--- config.mk ---
export PLATFORM = sky130hd
export DESIGN_NAME = store_buffer
export DESIGN_NICKNAME = d
export VERILOG_FILES = /design/src/rtl/store_buffer.sv
export SDC_FILE = /design/constraint.sdc
export NUM_CORES = 1
export LEC_CHECK = 0
export BUFFER_PORTS_ARGS = -buffer_cell sky130_fd_sc_hd__buf_2
export CAP_MARGIN = 20
export CORE_MARGIN = 2
export CORE_UTILIZATION = 45
export DETAILED_ROUTE_END_ITERATION = 7
export PLACE_DENSITY = 0.71
export SYNTH_ARGS = -nofsm -noshare
export SYNTH_HDL_FRONTEND = slang
export SYNTH_SLANG_ARGS = --single-unit
export TNS_END_PERCENT = 10
--- constraint.sdc ---
create_clock -name clk -period 6.1 [get_ports clk]
set_input_delay 0.305 -clock clk [delete_from_list [all_inputs] [get_ports clk]]
set_output_delay 0.305 -clock clk [all_outputs]
set_load 0.1 [all_outputs]
--- src/rtl/store_buffer.sv ---
// store_buffer: in-order FIFO of committed stores draining to memd, with a load lookup port.
// Optional macro STORE_BUFFER_FWD_EN selects store-to-load forwarding instead of conflict-only lookup.
`default_nettype none

module store_buffer #(
    parameter int DEPTH  = 4,
    parameter int ADDR_W = 4,
    parameter int DATA_W = 16
) (
    input  logic                     clk,
    input  logic                     rst,
    input  logic                     st_valid,
    output logic                     st_ready,
    input  logic [ADDR_W-1:0]        st_addr,
    input  logic [DATA_W-1:0]        st_data,
    output logic                     mem_wvalid,
    input  logic                     mem_wready,
    output logic [ADDR_W-1:0]        mem_waddr,
    output logic [DATA_W-1:0]        mem_wdata,
    input  logic [ADDR_W-1:0]        ld_addr,
    output logic                     ld_hit,
    output logic [DATA_W-1:0]        ld_data,
    output logic                     ld_conflict,
    output logic [$clog2(DEPTH):0]   count,
    output logic                     empty,
    output logic                     full
);

    localparam int PTR_W = $clog2(DEPTH);
    localparam int CNT_W = PTR_W + 1;

    logic [ADDR_W-1:0] addr_mem [DEPTH];
    logic [DATA_W-1:0] data_mem [DEPTH];
    logic [DEPTH-1:0]  valid;
    logic [PTR_W-1:0]  head;
    logic [PTR_W-1:0]  tail;
    logic [CNT_W-1:0]  cnt;
    logic              enq;
    logic              deq;
    logic              match_any;
    logic [PTR_W-1:0]  idx;
`ifdef STORE_BUFFER_FWD_EN
    logic [DATA_W-1:0] match_data;
`endif

    assign full       = (cnt == CNT_W'(DEPTH));
    assign empty      = (cnt == '0);
    assign st_ready   = !full;
    assign count      = cnt;
    assign enq        = st_valid && st_ready;
    assign mem_wvalid = valid[head];
    assign deq        = mem_wvalid && mem_wready;
    assign mem_waddr  = addr_mem[head];
    assign mem_wdata  = data_mem[head];

    always_ff @(posedge clk or negedge rst) begin
        if (!rst) begin
            valid <= '0;
            head  <= '0;
            tail  <= '0;
            cnt   <= '0;
        end else begin
            // head and tail only coincide when full or empty, where one side is blocked
            if (enq) begin
                valid[tail] <= 1'b1;
                tail        <= tail + PTR_W'(1);
            end
            if (deq) begin
                valid[head] <= 1'b0;
                head        <= head + PTR_W'(1);
            end
            case ({enq, deq})
                2'b10:   cnt <= cnt + CNT_W'(1);
                2'b01:   cnt <= cnt - CNT_W'(1);
                default: cnt <= cnt;
            endcase
        end
    end

    always_ff @(posedge clk) begin
        if (enq) begin
            addr_mem[tail] <= st_addr;
            data_mem[tail] <= st_data;
        end
    end

    // Walk from oldest (head) to youngest so the last match found wins.
    always_comb begin
        match_any = 1'b0;
        idx       = head;
`ifdef STORE_BUFFER_FWD_EN
        match_data = '0;
`endif
        for (int i = 0; i < DEPTH; i++) begin
            idx = head + PTR_W'(i);
            if (valid[idx] && (addr_mem[idx] == ld_addr)) begin
                match_any = 1'b1;
`ifdef STORE_BUFFER_FWD_EN
                match_data = data_mem[idx];
`endif
            end
        end
    end

`ifdef STORE_BUFFER_FWD_EN
    assign ld_hit      = match_any;
    assign ld_data     = match_data;
    assign ld_conflict = 1'b0;
`else
    assign ld_hit      = 1'b0;
    assign ld_data     = '0;
    assign ld_conflict = match_any;
`endif

endmodule

`default_nettype wire

==> flow_summary.ini, run 1 <==
[worst_hold_path]
min-delay-start = st_data[3]
timing.hold.worst.class = in2reg
hold-path-cell-count = 1
hold_path_end = data_mem[2][3]$_DFFE_PP_

[global_route]
vias_in_the_first_global_route = 2174
grt_start_max_net_pins = 39
track_usage = 0.147
grt_antenna_before_repair = 0
grt_overflow = 0
grt_first_pass_wirelength_mm = 11.0

[routing]
via_total_after_detailed_routing = 2134
detail_route.drc_violations = 0
drt_iter0_drc = 128
vias_per_cell = 5.28
wl_per_cell_um = 17.0
detail_route.wirelength_mm = 6.87
detail-route-antenna-nets = 0
drtPass1Iterations = 4

[placed_design]
port-buffer-count = 55
place.detailed.hpwl_mm = 4.42
final_wtd_congestion = 0.732
placed_cells_incl_taps = 385

[cells_and_area]
layout.cells.most_common_list = 80 x sky130_fd_sc_hd__edfxtp_1, 55 x sky130_fd_sc_hd__buf_2, 27 x sky130_fd_sc_hd__mux4_2, 17 x sky130_fd_sc_hd__conb_1, 14 x sky130_fd_sc_hd__xor2_1
finish.utilization = 0.521
flow.area_growth_from_synthesis_pct = 12.5
leading_cell_type_in_the_layout_fill_and_taps_excluded = sky130_fd_sc_hd__edfxtp_1
layout.filler_cells = 730
finish.net_count = 326
layout.cells.non_filler = 404
antenna_cells_inserted = 0
layout_cell_share_with_drive_strength_beyond_1 = 0.358

[floorplan]
io-pin-count = 73
die_w_um = 101
placementRows = 35
start_util = 0.463
coreArea_mm2 = 0.00920
die_area_mm2 = 0.0103
die_boundary_height_um = 101

[synth]
register_area_share_after_synthesis = 0.629
synthCells = 226
post_synth_and_or_nand_nor_area_fraction = 0.0306
post_synth.cell_area_avg_um2 = 18.8
synthAdderAreaFrac = 0.0311
synth-compound-area-share = 0.00705
synthDominantCellAreaShare = 0.564
synth_ff_type = sky130_fd_sc_hd__edfxtp_1
yosysTopAreaCell = sky130_fd_sc_hd__edfxtp_1
multiplexer_fraction_of_the_synthesized_cell_area = 0.201
postSynth.asyncResetShare = 0.121
netlist-cell-type-count = 27
yosys.area_share.xor_xnor = 0.0432
yosys_warnings = 0
synth_enable_flop_cells = 80
synth_seq_cells = 91
synth.top_cells.by_area = sky130_fd_sc_hd__edfxtp_1 56%, sky130_fd_sc_hd__mux4_2 14%, sky130_fd_sc_hd__dfrtp_1 6.5%
synth_top_family_by_area = multiplexers
syn-cell-area_mm2 = 0.00426

[timing]
maxClockFrequency_mhz = 309
hold_violations = 0
final_worst_clock_skew_ns = 0.00647
final_report_setup_violation_count = 0
worst-slew-pin-transition_ns = 0.639
timing.setup.tns_ns = 0
finalCriticalPeriod_ns = 3.24
relSlewSlack = 0.574
post-route-period-util = 0.531
drv_slew = 0
rsz0062_at_grt = no

[setup_path]
worst_r2r_path_depth = 9
worst-endpoint-required_ns = 5.79
critical_path_cell_list = inv_1 > ha_1 > mux4_1 > xor2_1 > nor3_1 > nand3_1 > nand4_1 > buf_2
cp_data_arrival_time_ns = 2.93
critical_path.max_fanout = 11
max_stage_delay_ns = 0.63
reg2reg_setup_slack_ns = 3.29
path_class = reg2out
timing.critical_path.from = head[0]$_DFFE_PN0N_
startpoint_type = flop
critical_path_endpoint_category = output port
r2r_endpoint = count[2]$_DFFE_PN0P_
reg2reg_from = head[0]$_DFFE_PN0N_
critical-path-slowest-cell = sky130_fd_sc_hd__mux4_1

[clocking]
tritoncts.num_buffers = 9
cts_repair_resize_count = 0
clock_tree_from_tritoncts = yes
clock_path_buffers = 2
clock_sink_count = 91
clkTransAtPathRegs_ns = 0.09
htree_levels = 3
cts-root-buf = sky130_fd_sc_hd__clkbuf_8
clock_latency_ns = 0.35

[outcome]
result_of_the_run = finished clean

[flow_run]
count_of_max_cap_constraint_violations = 0
-- final cells by class --
cell class	instances	area (um^2)	share of cell area
Sequential cell	91	2680	0.559
Multi-Input combinational cell	115	1400	0.291
Timing Repair Buffer	62	354	0.0739
Tap cell	111	139	0.0290
Clock buffer	9	124	0.0258
Clock inverter	7	67.6	0.0141
Inverter	9	33.8	0.00705
-- synthesized netlist by cell type (2+ instances only) --
cell type / n
sky130_fd_sc_hd__mux4_2: 27
sky130_fd_sc_hd__mux4_1: 9
sky130_fd_sc_hd__a21oi_1: 4
sky130_fd_sc_hd__dfrtp_1: 11
sky130_fd_sc_hd__ha_1: 9
sky130_fd_sc_hd__nor2_1: 5
sky130_fd_sc_hd__nand2_1: 2
sky130_fd_sc_hd__buf_6: 3
sky130_fd_sc_hd__and2_1: 2
sky130_fd_sc_hd__nor3_2: 2
sky130_fd_sc_hd__nand3_1: 5
sky130_fd_sc_hd__nor3_1: 3
sky130_fd_sc_hd__edfxtp_1: 80
sky130_fd_sc_hd__buf_2: 4
sky130_fd_sc_hd__buf_4: 18
sky130_fd_sc_hd__inv_1: 9
sky130_fd_sc_hd__and3_1: 4
sky130_fd_sc_hd__xor2_1: 14
sky130_fd_sc_hd__xnor2_1: 7
-- state kept, by name (all words and copies together), names as in the netlist --
register	cells
count	3
addr_mem	16
head	2
data_mem	64
tail	2
valid	4
-- critical path, delay by kind of cell, from the launching register on --
family | cells | cell delay, ns
adder cells (fa/ha/maj) | 1 | 0.59
flip-flops | 1 | 0.36
AND/OR/NAND/NOR | 3 | 0.34
buffers and inverters | 2 | 0.51
XOR/XNOR | 1 | 0.16
multiplexers | 1 | 0.63
-- metrics by stage --
step | setup WS (ns) | hold slack (ns) | instance area, um^2
final | 2.86 | 0.163 | 4790
after detailed placement | 3.27 | 0.195 | 4550
after global routing | 2.66 | 0.145 | 4790
after global placement | 3.28 | 0.193 | 4550
after floorplan | 2.45 | 0.00941 | 4320
after CTS | 2.85 | 0.152 | 4750
-- what timing repair did --
action / CTS / global route
setup buffers: 0 / 0
hold buffers: 1 / 0
endpoints found under the hold margin: 11 / 0
-- cell families after synthesis --
kind of cell | after synthesis
flip-flops | 91
multiplexers | 37
buffers and inverters | 36
AND/OR/NAND/NOR | 24
XOR/XNOR | 21
adder cells (fa/ha/maj) | 10
AO/OA/AOI/OAI | 6
other | 1
-- layer usage --
metal | GRT usage | part of all wire | vias up
met5 | 0 | 0 | -
met2 | 0.240 | 0.51 | 65
met4 | 0.0530 | 0.013 | 0
met1 | 0.188 | 0.43 | 1084
li1 | - | - | 979
met3 | 0.0469 | 0.054 | 6
-- worst max-delay path by stage --
stage / to / slack, ns / cells past startpoint
2_1_floorplan: count[2]$_DFFE_PN0P_ / 2.45 / 9
3_3_place_gp: ld_conflict / 3.28 / 8
3_5_place_dp: ld_conflict / 3.27 / 8
4_1_cts: ld_conflict / 2.85 / 8
5_1_grt: ld_conflict / 2.66 / 8
6_report: ld_conflict / 2.86 / 8
Power of run 1 is left out: the tool's default activity adds up to more than one toggle a clock period on the data nets, which glitch-free logic cannot reach.
==> run 2, diff against run 1 <==
Clock period 6.1 ns to 3 ns, I/O delays scaled along.
==> flow_summary.ini, run 2 (synthesis results as in run 1) <==
[setup_path]
max_stage_delay_ns = 0.57
worst-endpoint-required_ns = 2.85
critical_path.max_fanout = 19
critical_path_endpoint_category = output port
reg2reg_setup_slack_ns = 0.69
critical-path-slowest-cell = sky130_fd_sc_hd__mux4_2
path_delay_family = multiplexers
critical_path_cell_list = buf_4 > mux4_2 > xor2_1 > nor3_2 > nand3_1 > nand4_1 > buf_12
critical_path_buf_inv_count = 2
cp_data_arrival_time_ns = 2.61
path_class = reg2out
startpoint_type = flop

[cells_and_area]
regMostFlops = data_mem
layout_cell_share_with_drive_strength_beyond_1 = 0.380
leading_cell_type_in_the_layout_fill_and_taps_excluded = sky130_fd_sc_hd__edfxtp_1
antenna_cells_inserted = 0
layout.cells.most_common_list = 80 x sky130_fd_sc_hd__edfxtp_1, 54 x sky130_fd_sc_hd__buf_2, 29 x sky130_fd_sc_hd__mux4_2, 17 x sky130_fd_sc_hd__conb_1, 14 x sky130_fd_sc_hd__xor2_1
finish.utilization = 0.536
largest_register_ff_count = 64
finish.net_count = 336
layout.cells.non_filler = 414
top_regs = data_mem: 64 flops, addr_mem: 16 flops, valid: 4 flops
flow.area_growth_from_synthesis_pct = 15.6

[timing]
rsz0062_at_grt = no
hold_violations = 0
drv_slew = 0
final_worst_clock_skew_ns = 0.0104
timing.setup.tns_ns = 0
fin_hold_ws_ns = 0.0213
relSlewSlack = 0.658
finalCriticalPeriod_ns = 2.76
post-route-period-util = 0.920
worst-slew-pin-transition_ns = 0.512
maxClockFrequency_mhz = 362
final_report_setup_violation_count = 0

[clocking]
clock_sink_count = 91
post_cts.repair.setup_buffers = 0
tritoncts.num_buffers = 9
htree_levels = 3
clkTransAtPathRegs_ns = 0.09
clock_tree_from_tritoncts = yes
cts-root-buf = sky130_fd_sc_hd__clkbuf_8
clock_latency_ns = 0.35
clock_path_buffers = 2

[routing]
wl_per_cell_um = 17.2
vias_per_cell = 5.31
drt_iter0_drc = 98
drtPass1Iterations = 4
detail-route-antenna-nets = 0
via_total_after_detailed_routing = 2198
detail_route.wirelength_mm = 7.14
detail_route.drc_violations = 0

[floorplan]
start_util = 0.463
io-pin-count = 73
coreArea_mm2 = 0.00920
die_area_mm2 = 0.0103
die_boundary_height_um = 101
placementRows = 35
die_w_um = 101

[placed_design]
placed_cells_incl_taps = 390
final_wtd_congestion = 0.763
place.detailed.hpwl_mm = 4.94
port-buffer-count = 55

[global_route]
track_usage = 0.150
grt_overflow = 0
grt_first_pass_wirelength_mm = 11.2
grt_start_max_net_pins = 21
grt_antenna_before_repair = 0
vias_in_the_first_global_route = 2150

[outcome]
result_of_the_run = finished clean

[worst_hold_path]
timing.hold.worst.class = in2reg

[flow_run]
count_of_max_cap_constraint_violations = 0
run 2: cell types whose count changed in the layout (fill, tap and decap cells not counted), sizes merged:
| cell | previous run | this run |
|---|---|---|
| dlygate4sd3 | 1 | 8 |
| buf | 61 | 64 |
| clkinv | 4 | 1 |
| clkbuf | 9 | 11 |
| bufinv | 1 | 2 |
run 2: layer usage:
metal,wire length [um],GRT usage,vias to the layer above
met3,372,0.0476,7
met5,0,0,-
met1,3120,0.189,1128
li1,-,-,998
met4,74,0.0520,0
met2,3570,0.246,65
run 2: through the flow:
stage                     cell area (um^2)  setup slack, ns
after global placement                4630            0.576
after detailed placement              4630            0.601
after floorplan                       4370           -0.246
after CTS                             4860            0.218
final                                 4920            0.239
after global routing                  4920            0.109
run 2: timing repair:
item	4_1_cts	5_1_grt
hold buffers	2	6
hold endpoints to repair	15	23
gates resized for setup	0	0
run 2: worst register-to-register path, stage by stage (launching register included):
cell,delay (ns)
sky130_fd_sc_hd__dfrtp_2,0.48
sky130_fd_sc_hd__mux4_2,0.38
sky130_fd_sc_hd__and2_1,0.30
sky130_fd_sc_hd__ha_1,0.24
sky130_fd_sc_hd__inv_1,0.06
sky130_fd_sc_hd__fa_1,0.37
sky130_fd_sc_hd__xor2_1,0.15
sky130_fd_sc_hd__nor2_1,0.11
sky130_fd_sc_hd__xor2_1,0.15
run 2: layout make-up:
cell class	count	area (um^2)
fillers	739	4270
flip-flops and latches	91	2680
multi-input cells	115	1410
repair buffers	72	438
well taps	111	139
clock buffers	11	131
clock inverters	5	85.1
inverters	9	41.3
run 2: final timing paths:
kind,startpoint,to,cells past startpoint
worst max-delay path,head[0]$_DFFE_PN0N_,ld_conflict,7
worst min-delay path,st_data[0],data_mem[2][0]$_DFFE_PP_,1
worst max register to register,head[0]$_DFFE_PN0N_,count[2]$_DFFE_PN0P_,8
worst min register to register,count[0]$_DFFE_PN0P_,count[0]$_DFFE_PN0P_,1
max in group asynchronous,rst,count[2]$_DFFE_PN0P_,2
min in group asynchronous,rst,valid[0]$_DFF_PN0_,2
Power of run 2 is left out for the same reason.
==> run 3, diff against run 2 <==
Settings changed: CORE_MARGIN 2 to 5.
==> flow_summary.ini, run 3 (synthesis results as in run 1) <==
[global_route]
vias_in_the_first_global_route = 2301
grt_first_pass_wirelength_mm = 11.9
track_usage = 0.140
grt_antenna_before_repair = 0
grt_start_max_net_pins = 23
grt_overflow = 0

[cells_and_area]
regMostFlops = data_mem
multi_input_area_mm2 = 0.00141
layout_cell_share_with_drive_strength_beyond_1 = 0.368
layout.filler_cells = 754
largest_register_ff_count = 64
antenna_cells_inserted = 0
finish.instance_area_mm2 = 0.00491
finish.utilization = 0.531
flow.area_growth_from_synthesis_pct = 15.2
ff_latch_area_mm2 = 0.00268
layout.cells.most_common_list = 80 x sky130_fd_sc_hd__edfxtp_1, 54 x sky130_fd_sc_hd__buf_2, 29 x sky130_fd_sc_hd__mux4_2, 17 x sky130_fd_sc_hd__conb_1, 14 x sky130_fd_sc_hd__xor2_1
finish.net_count = 338
top_regs = data_mem: 64 flops, addr_mem: 16 flops, valid: 4 flops
layout.cells.non_filler = 433
leading_cell_type_in_the_layout_fill_and_taps_excluded = sky130_fd_sc_hd__edfxtp_1

[outcome]
result_of_the_run = finished clean

[timing]
post-route-period-util = 0.926
worst-slew-pin-transition_ns = 0.597
drv_slew = 0
setup_slack_ns = 0.222
rsz0062_at_grt = no
final_worst_clock_skew_ns = 0.00827
hold_violations = 0
final_report_setup_violation_count = 0
relSlewSlack = 0.602
finalCriticalPeriod_ns = 2.78
maxClockFrequency_mhz = 360

[floorplan]
placementRows = 35
io-pin-count = 73
die_w_um = 107
coreArea_mm2 = 0.00924
die_boundary_height_um = 107
start_util = 0.461
die_area_mm2 = 0.0115

[routing]
wl_per_cell_um = 17.1
vias_per_cell = 5.07
via_total_after_detailed_routing = 2195
detail-route-antenna-nets = 0
drtPass1Iterations = 4
detail_route.wirelength_mm = 7.38
drt_iter0_drc = 122
detail_route.drc_violations = 0

[setup_path]
critical_path.max_fanout = 11
critical_path_endpoint_category = output port
startpoint_type = flop
worst_r2r_path_depth = 8
r2r_endpoint = count[2]$_DFFE_PN0P_
endpoint = ld_conflict
timing.critical_path.from = head[0]$_DFFE_PN0N_
reg2reg_from = head[0]$_DFFE_PN0N_
cp_data_arrival_time_ns = 2.63
reg2reg_setup_slack_ns = 0.55
path_class = reg2out
worst-endpoint-required_ns = 2.85

[placed_design]
placed_cell_area_mm2 = 0.00465
place.detailed.hpwl_mm = 5.12
port-buffer-count = 55
placed_cells_incl_taps = 408
final_wtd_congestion = 0.723
placement.setup.worst_slack_ns = 0.525

[clocking]
clkTransAtPathRegs_ns = 0.08
clock_sink_count = 91
tritoncts.num_buffers = 9
htree_levels = 3
clock_path_buffers = 2
cts-root-buf = sky130_fd_sc_hd__clkbuf_8
clock_latency_ns = 0.36
clock_tree_from_tritoncts = yes

[flow_run]
count_of_max_cap_constraint_violations = 0

[worst_hold_path]
timing.hold.worst.class = in2reg
==> run 3: cell count changes in the layout (fill, tap and decap cells not counted), sizes merged <==
cell | before | now
bufinv | 2 | 0
dlygate4sd3 | 8 | 10
clkbuf | 11 | 12
clkinv | 1 | 2
inv | 10 | 9
==> run 3: how the worst min path moves through the flow <==
stage,slack (ns),cells past startpoint,startpoint,endpoint
2_1_floorplan,-0.15,0,rst,count[0]$_DFFE_PN0P_
3_3_place_gp,0.04,1,rst,count[0]$_DFFE_PN0P_
3_5_place_dp,0.05,1,rst,count[0]$_DFFE_PN0P_
4_1_cts,0.0007,1,st_data[5],data_mem[1][5]$_DFFE_PP_
5_1_grt,0.003,1,st_data[11],data_mem[1][11]$_DFFE_PP_
6_report,0.007,1,st_data[11],data_mem[1][11]$_DFFE_PP_
==> run 3: layer usage <==
layer | routed length, um | global-route usage | part of all wire
met2 | 3650 | 0.236 | 0.49
met4 | 153 | 0.0630 | 0.021
met3 | 482 | 0.0300 | 0.065
met5 | 0 | 0 | 0
met1 | 3100 | 0.173 | 0.42
==> run 3: per-stage QoR <==
stage	hold slack, ns	setup TNS (ns)
after floorplan	-0.146	-0.312
after global placement	0.0438	0
after detailed placement	0.0483	0
after CTS	0.000724	0
after global routing	0.00334	0
final	0.00740	0
==> run 3: timing repair <==
action	in CTS	in global routing
setup buffers	0	0
resized for setup	0	1
hold buffers	7	3
setup endpoints to repair	0	1
endpoints found under the hold margin	33	11
==> run 3: worst max-delay path: stages, from the launching register on <==
cell and delay, ns:
sky130_fd_sc_hd__dfrtp_2 0.56, sky130_fd_sc_hd__inv_8 0.05, sky130_fd_sc_hd__ha_4 0.37, sky130_fd_sc_hd__mux4_1 0.58, sky130_fd_sc_hd__xor2_1 0.16, sky130_fd_sc_hd__nor3_1 0.13
sky130_fd_sc_hd__nand3_1 0.09, sky130_fd_sc_hd__nand4_1 0.14, sky130_fd_sc_hd__buf_12 0.19
==> run 3: area by class of cell <==
type | count | share of cell area
Clock buffer | 12 | 0.0275
Inverter | 9 | 0.00842
Multi-Input combinational cell | 115 | 0.287
Timing Repair Buffer | 74 | 0.0941
Tap cell | 129 | 0.0329
Clock inverter | 3 | 0.00332
Sequential cell | 91 | 0.546
Power of run 3 is left out for the same reason.
